--- src/rtl/ifu_pkg.sv ---
// rtl/ifu_pkg.sv - shared opcodes, FSM encoding and field widths for the fetch unit
package ifu_pkg;

    localparam int OPC_W = 4;
    localparam int OFS_W = 4;

    // 0..11 must match the EU controller state encodings
    typedef enum logic [OPC_W-1:0] {
        OP_LOAD   = 4'd0,
        OP_AND    = 4'd1,
        OP_STORE  = 4'd2,
        OP_ADD    = 4'd3,
        OP_ADI    = 4'd4,
        OP_CMPLT  = 4'd5,
        OP_CMPEQ  = 4'd6,
        OP_CMPEQI = 4'd7,
        OP_SHFTR  = 4'd8,
        OP_SHFTL  = 4'd9,
        OP_INV    = 4'd10,
        OP_MVI    = 4'd11,
        OP_BRT    = 4'd12,
        OP_BRF    = 4'd13,
        OP_NOP    = 4'd14,
        OP_HALT   = 4'd15
    } opcode_e;

    typedef enum logic [2:0] {
        S_IDLE   = 3'd0,
        S_FETCH  = 3'd1,
        S_DECODE = 3'd2,
        S_ISSUE  = 3'd3,
        S_HALTED = 3'd4
    } ifu_state_e;

    typedef enum logic [1:0] {
        PC_HOLD   = 2'd0,
        PC_INC    = 2'd1,
        PC_BRANCH = 2'd2
    } pc_sel_e;

    function automatic logic is_datapath(input opcode_e opc);
        return (opc <= OP_MVI);
    endfunction

endpackage

--- src/rtl/dff.sv ---
// rtl/dff.sv - generic register cell with synchronous active-high reset
module dff #(
    parameter int           W       = 1,
    parameter logic [W-1:0] RST_VAL = '0
) (
    input  logic         clk,
    input  logic         rst,
    input  logic [W-1:0] d_i,
    output logic [W-1:0] q_o
);

    always_ff @(posedge clk) begin
        if (rst) begin
            q_o <= RST_VAL;
        end else begin
            q_o <= d_i;
        end
    end

endmodule

--- src/rtl/ifu_pc.sv ---
// rtl/ifu_pc.sv - program counter: hold, increment or relative branch, wrapping
module ifu_pc
    import ifu_pkg::*;
#(
    parameter int PC_W = 8
) (
    input  logic             clk,
    input  logic             rst,
    input  pc_sel_e          sel_i,
    input  logic [OFS_W-1:0] ofs_i,
    output logic [PC_W-1:0]  pc_o
);

    localparam logic [PC_W-1:0] PC_ONE = PC_W'(1);

    logic [PC_W-1:0] pc_q;
    logic [PC_W-1:0] pc_d;
    logic [PC_W-1:0] ofs_ext;

    // Offset is relative to the branch's own address; overflow wraps modulo 2^PC_W
    assign ofs_ext = {{(PC_W-OFS_W){ofs_i[OFS_W-1]}}, ofs_i};

    always_comb begin
        pc_d = pc_q;
        case (sel_i)
            PC_INC:    pc_d = pc_q + PC_ONE;
            PC_BRANCH: pc_d = pc_q + ofs_ext;
            default:   pc_d = pc_q;
        endcase
    end

    dff #(.W(PC_W)) u_pc_reg (
        .clk (clk),
        .rst (rst),
        .d_i (pc_d),
        .q_o (pc_q)
    );

    assign pc_o = pc_q;

endmodule

--- src/rtl/ifu.sv ---
// rtl/ifu.sv - instruction fetch unit: fetch/decode FSM and instruction register
module ifu
    import ifu_pkg::*;
#(
    parameter int PC_W    = 8,
    parameter int INSTR_W = 8
) (
    input  logic               clk,
    input  logic               rst,
    input  logic               start_i,
    output logic               imem_rd_enb_o,
    output logic [PC_W-1:0]    imem_addr_o,
    input  logic [INSTR_W-1:0] imem_data_i,
    output logic [INSTR_W-1:0] instr_o,
    output logic               instr_valid_o,
    input  logic               instr_done_i,
    input  logic               cmp_flag_i,
    output logic               halted_o,
    output logic [PC_W-1:0]    pc_o
);

    ifu_state_e         state_q, state_d;
    logic [INSTR_W-1:0] instr_q, instr_d;
    logic               valid_q, valid_d;
    pc_sel_e            pc_sel;
    opcode_e            opc;
    logic [PC_W-1:0]    pc;

    assign opc = opcode_e'(imem_data_i[INSTR_W-1 -: OPC_W]);

    always_ff @(posedge clk) begin
        if (rst) begin
            state_q <= S_IDLE;
            instr_q <= '0;
            valid_q <= 1'b0;
        end else begin
            state_q <= state_d;
            instr_q <= instr_d;
            valid_q <= valid_d;
        end
    end

    always_comb begin
        state_d = state_q;
        instr_d = instr_q;
        valid_d = valid_q;
        pc_sel  = PC_HOLD;
        case (state_q)
            S_IDLE: begin
                if (start_i) state_d = S_FETCH;
            end
            S_FETCH: begin
                state_d = S_DECODE;
            end
            S_DECODE: begin
                if (is_datapath(opc)) begin
                    instr_d = imem_data_i;
                    valid_d = 1'b1;
                    state_d = S_ISSUE;
                end else begin
                    // Control flow resolves here; PC still holds this instruction's address
                    state_d = S_FETCH;
                    pc_sel  = PC_INC;
                    case (opc)
                        OP_BRT:  if (cmp_flag_i)  pc_sel = PC_BRANCH;
                        OP_BRF:  if (!cmp_flag_i) pc_sel = PC_BRANCH;
                        OP_HALT: state_d = S_HALTED;
                        default: pc_sel = PC_INC;
                    endcase
                end
            end
            S_ISSUE: begin
                if (instr_done_i) begin
                    valid_d = 1'b0;
                    pc_sel  = PC_INC;
                    state_d = S_FETCH;
                end
            end
            S_HALTED: begin
                if (start_i) state_d = S_FETCH;
            end
            default: begin
                state_d = S_IDLE;
            end
        endcase
    end

    ifu_pc #(.PC_W(PC_W)) u_pc (
        .clk   (clk),
        .rst   (rst),
        .sel_i (pc_sel),
        .ofs_i (imem_data_i[OFS_W-1:0]),
        .pc_o  (pc)
    );

    assign imem_rd_enb_o = (state_q == S_FETCH);
    assign halted_o      = (state_q == S_HALTED);
    assign imem_addr_o   = pc;
    assign pc_o          = pc;
    assign instr_o       = instr_q;
    assign instr_valid_o = valid_q;

endmodule

--- config.mk ---
export PLATFORM = sky130hd
export DESIGN_NAME = ifu
export DESIGN_NICKNAME = d
export VERILOG_FILES = /design/src/rtl/ifu_pkg.sv /design/src/rtl/dff.sv /design/src/rtl/ifu_pc.sv /design/src/rtl/ifu.sv
export SDC_FILE = /design/constraint.sdc
export NUM_CORES = 1
export LEC_CHECK = 0
export ABC_CLOCK_PERIOD_IN_PS = 2900
export BUFFER_PORTS_ARGS = -buffer_cell sky130_fd_sc_hd__buf_2
export CAP_MARGIN = 15
export CORE_ASPECT_RATIO = 0.7
export CORE_MARGIN = 5
export CORE_UTILIZATION = 44
export CTS_BUF_LIST = sky130_fd_sc_hd__clkbuf_16
export CTS_CLUSTER_DIAMETER = 80
export DETAILED_ROUTE_END_ITERATION = 8
export GPL_TIMING_DRIVEN = 0
export PLACE_DENSITY_LB_ADDON = 0.05
export SETUP_SLACK_MARGIN = 0.1
export SYNTH_ARGS = -nofsm -noshare
export SYNTH_HDL_FRONTEND = slang
export SYNTH_SLANG_ARGS = --single-unit
--- constraint.sdc ---
create_clock -name clk -period 2.9 [get_ports clk]
set_input_delay 0.435 -clock clk [delete_from_list [all_inputs] [get_ports clk]]
set_output_delay 0.435 -clock clk [all_outputs]
set_load 0.03 [all_outputs]
==> flow_metrics.py, run 1 <==
metrics = {
    "run_status": {
        "outcome": "completed",
    },
    "clock_network": {
        "clk_latency_ns": 0.25,
        "path_clk_slew_ns": 0.06,
        "clockBufferDepth": 2,
        "cts.sinks": 20,
        "ctsHoldBuffers": 0,
        "cts_made_buffers": 3,
        "cts_tree": "yes",
        "cts_max_level": 1,
        "ctsRootBufferMaster": "clkbuf_16",
    },
    "yosys": {
        "synth_nets": 156,
        "syn_inst": 138,
        "yosysWarnings": 0,
        "ys_ff_latch": 20,
        "synth.distinct_cells": 35,
        "yosysSeqAreaShare_pct": 34.0,
        "synth_area_per_cell_um2": 8.53,
        "syn_area_mm2": 0.00118,
    },
    "placed_design": {
        "port_buffers": 39,
        "dp_hpwl_um": 2090,
        "dpl_cell_area_mm2": 0.00142,
        "gp_congestion": 0.761,
    },
    "critical_path": {
        "cp_top_family": "simple AND/OR/NAND/NOR gates",
        "r2r_cells": 12,
        "cp.buffers_inverters": 2,
        "r2r_slack_ns": 0.1,
        "r2r_start": "state_q[0]",
        "worstPathCellList": "buf_6 > or3b_4 > nor4_4 > ha_2 > nand2b_1 > ha_2 > inv_2 > fa_2 > nor2b_4 > or4_1 > a21oi_2 > mux2_2",
        "r2r-end": "u_pc.u_pc_reg.q_o[4]",
        "critPathArrivalTime_ns": 2.94,
        "crit_fanout": 6,
        "crit_type": "flop to flop",
        "cpMaxStageDelayCell": "or3b_4",
        "required_ns": 3.04,
        "max_stage_delay_ns": 0.41,
        "end_kind": "flop",
        "critPathMostFrequentCell": "ha_2",
        "cp-start-kind": "flop",
    },
    "finish": {
        "mostFrequentLayoutCell": "buf_2",
        "layout-drive-gt1-share_pct": 41.4,
        "area_growth_pct": 36.6,
        "nets": 205,
        "layout_common_cells": "40 x buf_2, 25 x nor2_1, 18 x dfxtp_1, 13 x buf_4, 11 x mux2i_1",
        "fin_util_pct": 63.9,
        "final_area_mm2": 0.00161,
        "seq_area_um2": 403,
        "fill_cells": 217,
        "num_antenna_cells": 0,
        "multi_input_area_um2": 737,
    },
    "power": {
        "p_per_area_mw_per_mm2": 425,
        "leakage_nw": 0.821,
        "p_total_w": 0.000683,
        "ir_drop_uv": 293,
    },
    "grt": {
        "antenna_found_initial": 0,
        "grt_pass1_wl_um": 4720,
        "grt_max_degree": 12,
        "grt_pass1_vias": 1068,
        "track_usage_pct": 15.9,
        "grt_overflow": 0,
    },
    "die": {
        "start_util_pct": 46.8,
        "fp.coreArea_mm2": 0.00251,
        "die_h_um": 53.3,
        "num_io_pins": 40,
        "rows": 15,
        "die_x_um": 71.8,
        "die-area_mm2": 0.00383,
    },
    "drt": {
        "via_per_inst": 5.00,
        "dr.pass1.iters": 4,
        "drc": 0,
        "wl_per_cell_um": 12.8,
        "routed_wl_um": 2820,
        "drt-initial-drc-count": 56,
        "ant_nets": 0,
        "vias": 1101,
    },
    "timing": {
        "worst_slew_pin_slew_ns": 0.423,
        "fmax_mhz": 357,
        "finalSetupViolCount": 0,
        "fin_crit_sh_pct": 96.6,
        "timing.max_slew.rel_slack_pct": 71.8,
        "finalHoldViolations": 0,
        "skew_ns": 0.00319,
        "report.final.slew_viol_count": 0,
        "rsz0062_at_grt": "yes",
        "layout_min_cycle_time_ns": 2.80,
    },
    "min_path": {
        "worst_hold_path.endpoint": "instr_valid_o",
        "hold_start": "instr_done_i",
        "min_path_type": "input pin to flop",
        "min_delay_path_depth": 2,
    },
    "flow_run": {
        "maxCapViolations": 0,
    },
}
report_power, final:
group	switching, W	total, W	internal [W]	leakage, nW
Combinational	0.0000632	0.000109	0.0000463	0.619
Sequential	0.00000595	0.000291	0.000285	0.163
Clock	0.0000991	0.000283	0.000183	0.0385
cell usage after synthesis:
| cell | count | area (um2) |
|---|---|---|
| buf_6 | 2 | 22.5 |
| a21oi_1 | 8 | 40.0 |
| and2_1 | 3 | 18.8 |
| xnor2_1 | 1 | 8.76 |
| clkbuf_1 | 1 | 3.75 |
| o31ai_1 | 2 | 15.0 |
| mux2_2 | 3 | 33.8 |
| inv_1 | 3 | 11.3 |
| nor3_1 | 5 | 25.0 |
| nand3b_1 | 1 | 7.51 |
| nor2b_1 | 9 | 56.3 |
| or4_1 | 2 | 15.0 |
| mux2i_1 | 11 | 110 |
| and2b_2 | 1 | 8.76 |
| ha_1 | 4 | 50.1 |
| o21ai_0 | 2 | 10.0 |
| buf_4 | 8 | 60.1 |
| mux2_1 | 1 | 11.3 |
| and3b_1 | 1 | 8.76 |
| nor3b_1 | 2 | 15.0 |
| a311o_1 | 1 | 10.0 |
| and3_1 | 1 | 6.26 |
| fa_1 | 1 | 20.0 |
| or3b_1 | 1 | 8.76 |
| dfxtp_1 | 20 | 400 |
| buf_2 | 2 | 10.0 |
| nand4_1 | 2 | 12.5 |
| a21o_1 | 1 | 7.51 |
| or3_4 | 1 | 11.3 |
| nor2_1 | 25 | 93.8 |
| nand2b_1 | 2 | 12.5 |
| a311oi_1 | 1 | 8.76 |
| nor4_1 | 1 | 6.26 |
| o211ai_1 | 1 | 7.51 |
| nand2_1 | 8 | 30.0 |
through the flow:
stage / setup slack, ns / std cells / TNS, ns / hold WS (ns)
2_1_floorplan: 0.123 / 138 / 0 / 0.541
3_3_place_gp: -0.187 / 211 / -0.748 / 0.470
3_5_place_dp: -0.215 / 211 / -1.02 / 0.481
4_1_cts: 0.0579 / 220 / 0 / 0.406
5_1_grt: -0.0394 / 220 / -0.0394 / 0.422
6_report: 0.0976 / 220 / 0 / 0.405
per-layer routing:
metal	global-route usage (%)	vias to the layer above	part of all wire, %
met2	27.0	34	46
met1	20.2	504	47
met5	0	-	0
met3	4.55	2	6.4
met4	2.81	0	0.21
li1	-	561	-
cells by family after synthesis:
group / synth area share [%]
adders and majority gates: 5.95
and+or+nand+nor: 28.6
AOI/OAI and AO/OA: 8.40
muxes: 13.2
buffers and inverters: 9.14
xor gates and xnor gates: 0.744
DFF: 34.0
worst max path at each step:
stage / start / end / depth (start not counted)
floorplan: state_q[0] / u_pc.u_pc_reg.q_o[4] / 12
global placement: imem_data_i[4] / u_pc.u_pc_reg.q_o[4] / 14
CTS: state_q[0] / u_pc.u_pc_reg.q_o[7] / 9
global route: state_q[0] / u_pc.u_pc_reg.q_o[4] / 12
finish: state_q[0] / u_pc.u_pc_reg.q_o[4] / 12
detailed placement: imem_data_i[4] / u_pc.u_pc_reg.q_o[4] / 14
flip-flops by register name, indices dropped and copies added (netlist names):
register           flops
instr_o                8
instr_valid_o          1
state_q                3
u_pc.u_pc_reg.q_o      8
repair_timing:
item                                    CTS  global route
gates resized for setup                  13             5
endpoints found under the setup margin    5             5
setup buffers                             5             0
pin swaps                                 2             3
final cells by class:
type                            count  area share (%)
Multi-Input combinational cell    102            45.8
Clock inverter                      1           0.233
Inverter                            3           0.700
Timing Repair Buffer               44            14.5
Sequential cell                    20            25.1
Buffer                             13            6.38
Tap cell                           34            2.65
Clock buffer                        3            4.67
Power figures use the tool's default switching activity.
==> run 2, diff against run 1 <==
--- a/config.mk
+++ b/config.mk
@@ -5,12 +5,11 @@
 export SDC_FILE = /design/constraint.sdc
 export NUM_CORES = 1
 export LEC_CHECK = 0
-export ABC_CLOCK_PERIOD_IN_PS = 2900
 export BUFFER_PORTS_ARGS = -buffer_cell sky130_fd_sc_hd__buf_2
 export CAP_MARGIN = 15
 export CORE_ASPECT_RATIO = 0.7
 export CORE_MARGIN = 5
-export CORE_UTILIZATION = 44
+export CORE_UTILIZATION = 53
 export CTS_BUF_LIST = sky130_fd_sc_hd__clkbuf_16
 export CTS_CLUSTER_DIAMETER = 80
 export DETAILED_ROUTE_END_ITERATION = 8
==> constraint.sdc (replaced) <==
create_clock -name clk -period 3.5 [get_ports clk]
set_input_delay 0.525 -clock clk [delete_from_list [all_inputs] [get_ports clk]]
set_output_delay 0.525 -clock clk [all_outputs]
set_load 0.03 [all_outputs]
==> flow_metrics.py, run 2 (same netlist as run 1, synthesis figures left out) <==
metrics = {
    "finish": {
        "fill_cells": 186,
        "layout-drive-gt1-share_pct": 32.8,
        "mostFrequentLayoutCell": "buf_2",
        "nets": 200,
        "final_cells": 212,
        "layout_common_cells": "41 x buf_2, 25 x nor2_1, 20 x dfxtp_1, 11 x mux2i_1, 9 x nor2b_1",
        "area_growth_pct": 26.4,
        "num_antenna_cells": 0,
    },
    "drt": {
        "vias": 1075,
        "via_per_inst": 5.07,
        "drc": 0,
        "wl_per_cell_um": 12.6,
        "dr.pass1.iters": 4,
        "routed_wl_um": 2670,
        "ant_nets": 0,
        "drt-initial-drc-count": 61,
    },
    "min_path": {
        "worst_hold_path.endpoint": "instr_o[4]",
        "min_path_type": "flop to flop",
        "hold_start": "instr_o[4]",
        "min_delay_path_depth": 2,
    },
    "clock_network": {
        "clockBufferDepth": 2,
        "cts_setup_buffers": 0,
        "cts.sinks": 20,
        "ctsRootBufferMaster": "clkbuf_16",
        "path_clk_slew_ns": 0.05,
        "cts_max_level": 1,
        "cts_made_buffers": 3,
        "clk_latency_ns": 0.25,
        "ctsResizeCount": 0,
        "cts_tree": "yes",
        "ctsHoldBuffers": 0,
    },
    "critical_path": {
        "r2r_slack_ns": 0.35,
        "critPathArrivalTime_ns": 3.29,
        "r2r_cells": 12,
        "r2r_start": "state_q[0]",
        "crit_type": "flop to flop",
        "crit_fanout": 9,
        "required_ns": 3.64,
        "r2r-end": "u_pc.u_pc_reg.q_o[4]",
        "end_kind": "flop",
        "cp-start-kind": "flop",
    },
    "grt": {
        "antenna_found_initial": 0,
        "grt_overflow": 0,
        "grt_pass1_wl_um": 4410,
        "grt_max_degree": 11,
        "grt_pass1_vias": 1025,
        "track_usage_pct": 17.3,
    },
    "timing": {
        "rsz0062_at_grt": "no",
        "worst_slew_pin_slew_ns": 0.414,
        "finalSetupViolCount": 0,
        "fmax_mhz": 318,
        "worst_slack_ns": 0.353,
        "layout_min_cycle_time_ns": 3.15,
        "fin_crit_sh_pct": 89.9,
        "hold_slack_ns": 0.490,
        "report.final.slew_viol_count": 0,
        "skew_ns": 0.00178,
        "setup_tns_ns": 0,
        "timing.max_slew.rel_slack_pct": 72.4,
        "finalHoldViolations": 0,
    },
    "placed_design": {
        "port_buffers": 39,
        "placedCellCount": 209,
        "dp_hpwl_um": 2100,
        "dpl_worst_slack_ns": 0.209,
        "gp_congestion": 0.783,
    },
    "power": {
        "p_int_w": 0.000416,
        "p_clk_share_pct": 42.2,
        "leakage_nw": 0.783,
        "sequentialPowerShare_pct": 43.6,
        "switching_share_pct": 24.5,
        "p_per_area_mw_per_mm2": 371,
        "switchingPower_w": 0.000135,
        "p_comb_share_pct": 14.1,
        "ir_drop_uv": 214,
    },
    "die": {
        "fp.coreArea_mm2": 0.00214,
        "rows": 14,
        "start_util_pct": 55.1,
        "die_x_um": 66.3,
        "die_h_um": 49.4,
        "num_io_pins": 40,
        "die-area_mm2": 0.00328,
    },
    "flow_run": {
        "maxCapViolations": 0,
    },
    "run_status": {
        "outcome": "completed",
    },
}
==> run 2: changes by cell type in the layout (fill, tap and decap cells not counted), sizes merged <==
cell	previous run	this run
buf	56	51
clkinv	1	0
==> run 2: worst max path at each step <==
stage	to	start	slack, ns	depth (start not counted)
final	u_pc.u_pc_reg.q_o[4]	state_q[0]	0.35	12
after global routing	u_pc.u_pc_reg.q_o[4]	state_q[0]	0.11	12
after CTS	u_pc.u_pc_reg.q_o[4]	state_q[0]	0.34	12
after detailed placement	u_pc.u_pc_reg.q_o[4]	imem_data_i[4]	0.21	14
after global placement	u_pc.u_pc_reg.q_o[4]	imem_data_i[4]	0.30	14
after floorplan	u_pc.u_pc_reg.q_o[4]	imem_data_i[4]	0.66	13
==> run 2: area by class of cell <==
type | instances | area, um2 | area share (%)
sequential | 20 | 400 | 26.9
clock buffer | 3 | 75.1 | 5.05
buffer | 13 | 96.3 | 6.48
multi-input combinational | 102 | 669 | 45.0
timing repair buffer | 39 | 195 | 13.1
inverter | 3 | 11.3 | 0.757
tap | 32 | 40.0 | 2.69
==> run 2: critical path: stages (launching register included) <==
cell and delay (ns):
dfxtp_1 0.30, buf_2 0.16, or3b_1 0.45, nor4_1 0.23, ha_1 0.30, nand2b_1 0.08, ha_1 0.20, inv_1 0.08
fa_1 0.18, nor2b_1 0.09, or4_1 0.41, a21oi_1 0.19, mux2_2 0.36
==> run 2: routing by layer <==
metal,vias up,GRT usage (%),share of wire (%)
met5,-,0,0
met4,0,5.41,0.64
met3,4,5.30,5.1
met2,24,29.7,50
met1,494,20.2,45
li1,553,-,-
==> run 2: through the flow <==
step                total power (W)  util [%]  area, um2
global route               0.000578      69.6       1490
finish                     0.000552      69.6       1490
detailed placement         0.000324      66.1       1410
global placement           0.000321      66.1       1410
CTS                        0.000558      69.6       1490
floorplan                  0.000298         -       1180
==> run 2: power by group through the flow <==
stage,combinational [W],sequential (W),clock [W]
after detailed placement,0.0000783,0.000246,0
after CTS,0.0000787,0.000241,0.000239
final,0.0000780,0.000241,0.000233
after floorplan,0.0000422,0.000256,0
after global routing,0.0000854,0.000242,0.000251
after global placement,0.0000758,0.000245,0
==> run 3, diff against run 2 <==
--- a/config.mk
+++ b/config.mk
@@ -9,7 +9,7 @@
 export CAP_MARGIN = 15
 export CORE_ASPECT_RATIO = 0.7
 export CORE_MARGIN = 5
-export CORE_UTILIZATION = 53
+export CORE_UTILIZATION = 54
 export CTS_BUF_LIST = sky130_fd_sc_hd__clkbuf_16
 export CTS_CLUSTER_DIAMETER = 80
 export DETAILED_ROUTE_END_ITERATION = 8
@@ -18,4 +18,5 @@
 export SETUP_SLACK_MARGIN = 0.1
 export SYNTH_ARGS = -nofsm -noshare
 export SYNTH_HDL_FRONTEND = slang
+export SYNTH_HIERARCHICAL = 1
 export SYNTH_SLANG_ARGS = --single-unit
==> flow_metrics.py, run 3 <==
metrics = {
    "drt": {
        "vias": 1066,
        "ant_nets": 0,
        "wl_per_cell_um": 13.2,
        "dr.pass1.iters": 4,
        "via_per_inst": 5.00,
        "drt-initial-drc-count": 49,
        "routed_wl_um": 2810,
        "drc": 0,
    },
    "timing": {
        "fmax_mhz": 325,
        "worst_slew_pin_slew_ns": 0.407,
        "report.final.slew_viol_count": 0,
        "fin_crit_sh_pct": 88.0,
        "timing.max_slew.rel_slack_pct": 72.9,
        "skew_ns": 0.00228,
        "setup_tns_ns": 0,
        "finalHoldViolations": 0,
        "rsz0062_at_grt": "no",
        "layout_min_cycle_time_ns": 3.08,
        "finalSetupViolCount": 0,
    },
    "min_path": {
        "hold_start": "instr_o[4]",
        "worst_hold_path.endpoint": "instr_o[4]",
        "min_path_type": "flop to flop",
        "min_delay_path_depth": 2,
    },
    "finish": {
        "nets": 201,
        "fill_cells": 204,
        "mostFrequentLayoutCell": "buf_2",
        "layout_common_cells": "41 x buf_2, 20 x dfxtp_1, 15 x nand2b_1, 10 x nand2_1, 10 x mux2i_1",
        "area_growth_pct": 25.1,
        "final_area_mm2": 0.00155,
        "seq_area_um2": 400,
        "num_antenna_cells": 0,
        "multi_input_area_um2": 721,
        "layout-drive-gt1-share_pct": 34.3,
    },
    "yosys": {
        "synth_nets": 157,
        "yosysTopAreaCell": "dfxtp_1",
        "ys_ff_latch": 20,
        "ys_top_cells_by_area": "dfxtp_1 32%, mux2i_1 8.1%, nand2b_1 7.6%",
        "ys_top_cells_by_count": "20 x dfxtp_1, 15 x nand2b_1, 10 x mux2i_1, 10 x nand2_1",
        "ys_async_sr_fraction_pct": 0,
        "yosysSeqAreaShare_pct": 32.4,
        "synth_most_common_cell": "dfxtp_1",
        "synth_area_per_cell_um2": 8.89,
        "synth_edf_count": 0,
        "synth_top_area_share_pct": 32.4,
        "syn_area_mm2": 0.00124,
        "yosysWarnings": 6,
        "synth_flop_cell": "dfxtp_1",
        "syn_inst": 139,
        "synth.distinct_cells": 39,
    },
    "placed_design": {
        "dpl_cell_area_mm2": 0.00147,
        "port_buffers": 39,
        "dp_hpwl_um": 2170,
        "gp_congestion": 0.774,
    },
    "grt": {
        "track_usage_pct": 18.3,
        "grt_overflow": 0,
        "grt_pass1_vias": 1039,
        "antenna_found_initial": 0,
        "grt_pass1_wl_um": 4710,
        "grt_max_degree": 11,
    },
    "flow_run": {
        "maxCapViolations": 0,
    },
    "die": {
        "die-area_mm2": 0.00336,
        "die_x_um": 67.2,
        "num_io_pins": 40,
        "rows": 14,
        "fp.coreArea_mm2": 0.00217,
        "die_h_um": 50.0,
        "start_util_pct": 56.9,
    },
    "power": {
        "ir_drop_uv": 305,
        "leakage_nw": 0.702,
        "p_per_area_mw_per_mm2": 360,
    },
    "critical_path": {
        "critPathArrivalTime_ns": 3.27,
        "end_kind": "flop",
        "worstPathCellList": "nor3b_2 > nand3_1 > nor3_1 > ha_1 > nand2b_1 > ha_1 > inv_1 > fa_1 > nor2b_4 > or4_1 > a21oi_1 > xor2_1 > nor2b_1",
        "crit_path_start": "state_q[1]",
        "cpMaxStageDelayCell": "or4_1",
        "cp.buffers_inverters": 1,
        "cp_top_family": "simple AND/OR/NAND/NOR gates",
        "required_ns": 3.69,
        "cp-start-kind": "flop",
        "r2r_start": "state_q[1]",
        "max_stage_delay_ns": 0.47,
        "r2r-end": "u_pc/u_pc_reg/q_o[4]",
        "r2r_cells": 13,
        "r2r_slack_ns": 0.42,
        "crit_fanout": 8,
        "critPathMostFrequentCell": "ha_1",
        "crit_type": "flop to flop",
    },
    "clock_network": {
        "ctsHoldBuffers": 0,
        "clockBufferDepth": 2,
        "cts_made_buffers": 3,
        "cts_setup_buffers": 0,
        "ctsRootBufferMaster": "clkbuf_16",
        "ctsResizeCount": 0,
        "cts_tree": "yes",
        "clk_latency_ns": 0.25,
        "cts_max_level": 1,
        "path_clk_slew_ns": 0.05,
        "cts.sinks": 20,
    },
    "run_status": {
        "outcome": "completed",
    },
}
==> run 3: final cells by class <==
cell class | instances | area share, %
inverters | 4 | 0.971
multi-input cells | 102 | 46.6
well taps | 32 | 2.59
clock buffers | 3 | 4.85
plain buffers | 13 | 6.47
flip-flops and latches | 20 | 25.9
repair buffers | 39 | 12.6
==> run 3: report_power, final <==
part / total (W) / internal [W] / leakage, nW / switching [W]
clock network: 0.000232 / 0.000151 / 0.0370 / 0.0000818
logic: 0.0000824 / 0.0000348 / 0.503 / 0.0000476
registers: 0.000242 / 0.000236 / 0.162 / 0.00000580
==> run 3: how the worst max path moves through the flow <==
stage | to | slack [ns] | cells after the start
3_3_place_gp | u_pc/u_pc_reg/q_o[4] | 0.49 | 13
3_5_place_dp | u_pc/u_pc_reg/q_o[4] | 0.46 | 13
6_report | u_pc/u_pc_reg/q_o[4] | 0.42 | 13
5_1_grt | u_pc/u_pc_reg/q_o[4] | 0.25 | 13
2_1_floorplan | u_pc/u_pc_reg/q_o[4] | 0.79 | 12
4_1_cts | u_pc/u_pc_reg/q_o[4] | 0.44 | 13
==> run 3: worst min-delay path: stages, from the launching register on <==
cell and delay [ns]:
dfxtp_1 0.30, nand2b_1 0.06, mux2i_1 0.06
==> run 3: cells by family (layout without fill, tap and decap cells) <==
kind of cell / count (synthesis) / after routing / synth area share, %
compound gates: 12 / 12 / 5.57
xor+xnor: 7 / 7 / 4.96
fa+ha+maj: 5 / 5 / 5.67
buf+inv: 17 / 59 / 9.31
flops: 20 / 20 / 32.4
mux: 11 / 11 / 9.01
simple gates: 67 / 67 / 33.1
==> run 3: per-layer routing <==
| layer | wire, um | GRT usage [%] | part of all wire (%) |
|---|---|---|---|
| met5 | 0 | 0 | 0 |
| met4 | 25 | 4.04 | 0.89 |
| met3 | 169 | 5.45 | 6.0 |
| met2 | 1300 | 29.9 | 46 |
| met1 | 1310 | 23.6 | 47 |
==> run 3: stage by stage <==
step           utilization, %  hold WS, ns  setup WS (ns)  total power, W  std cells
6_report                 71.2        0.471          0.421        0.000557        213
3_3_place_gp             67.7        0.455          0.486        0.000326        210
5_1_grt                  71.2        0.488          0.250        0.000582        213
2_1_floorplan               -        0.592          0.792        0.000302        139
3_5_place_dp             67.7        0.461          0.458        0.000329        210
4_1_cts                  71.2        0.472          0.443        0.000561        213
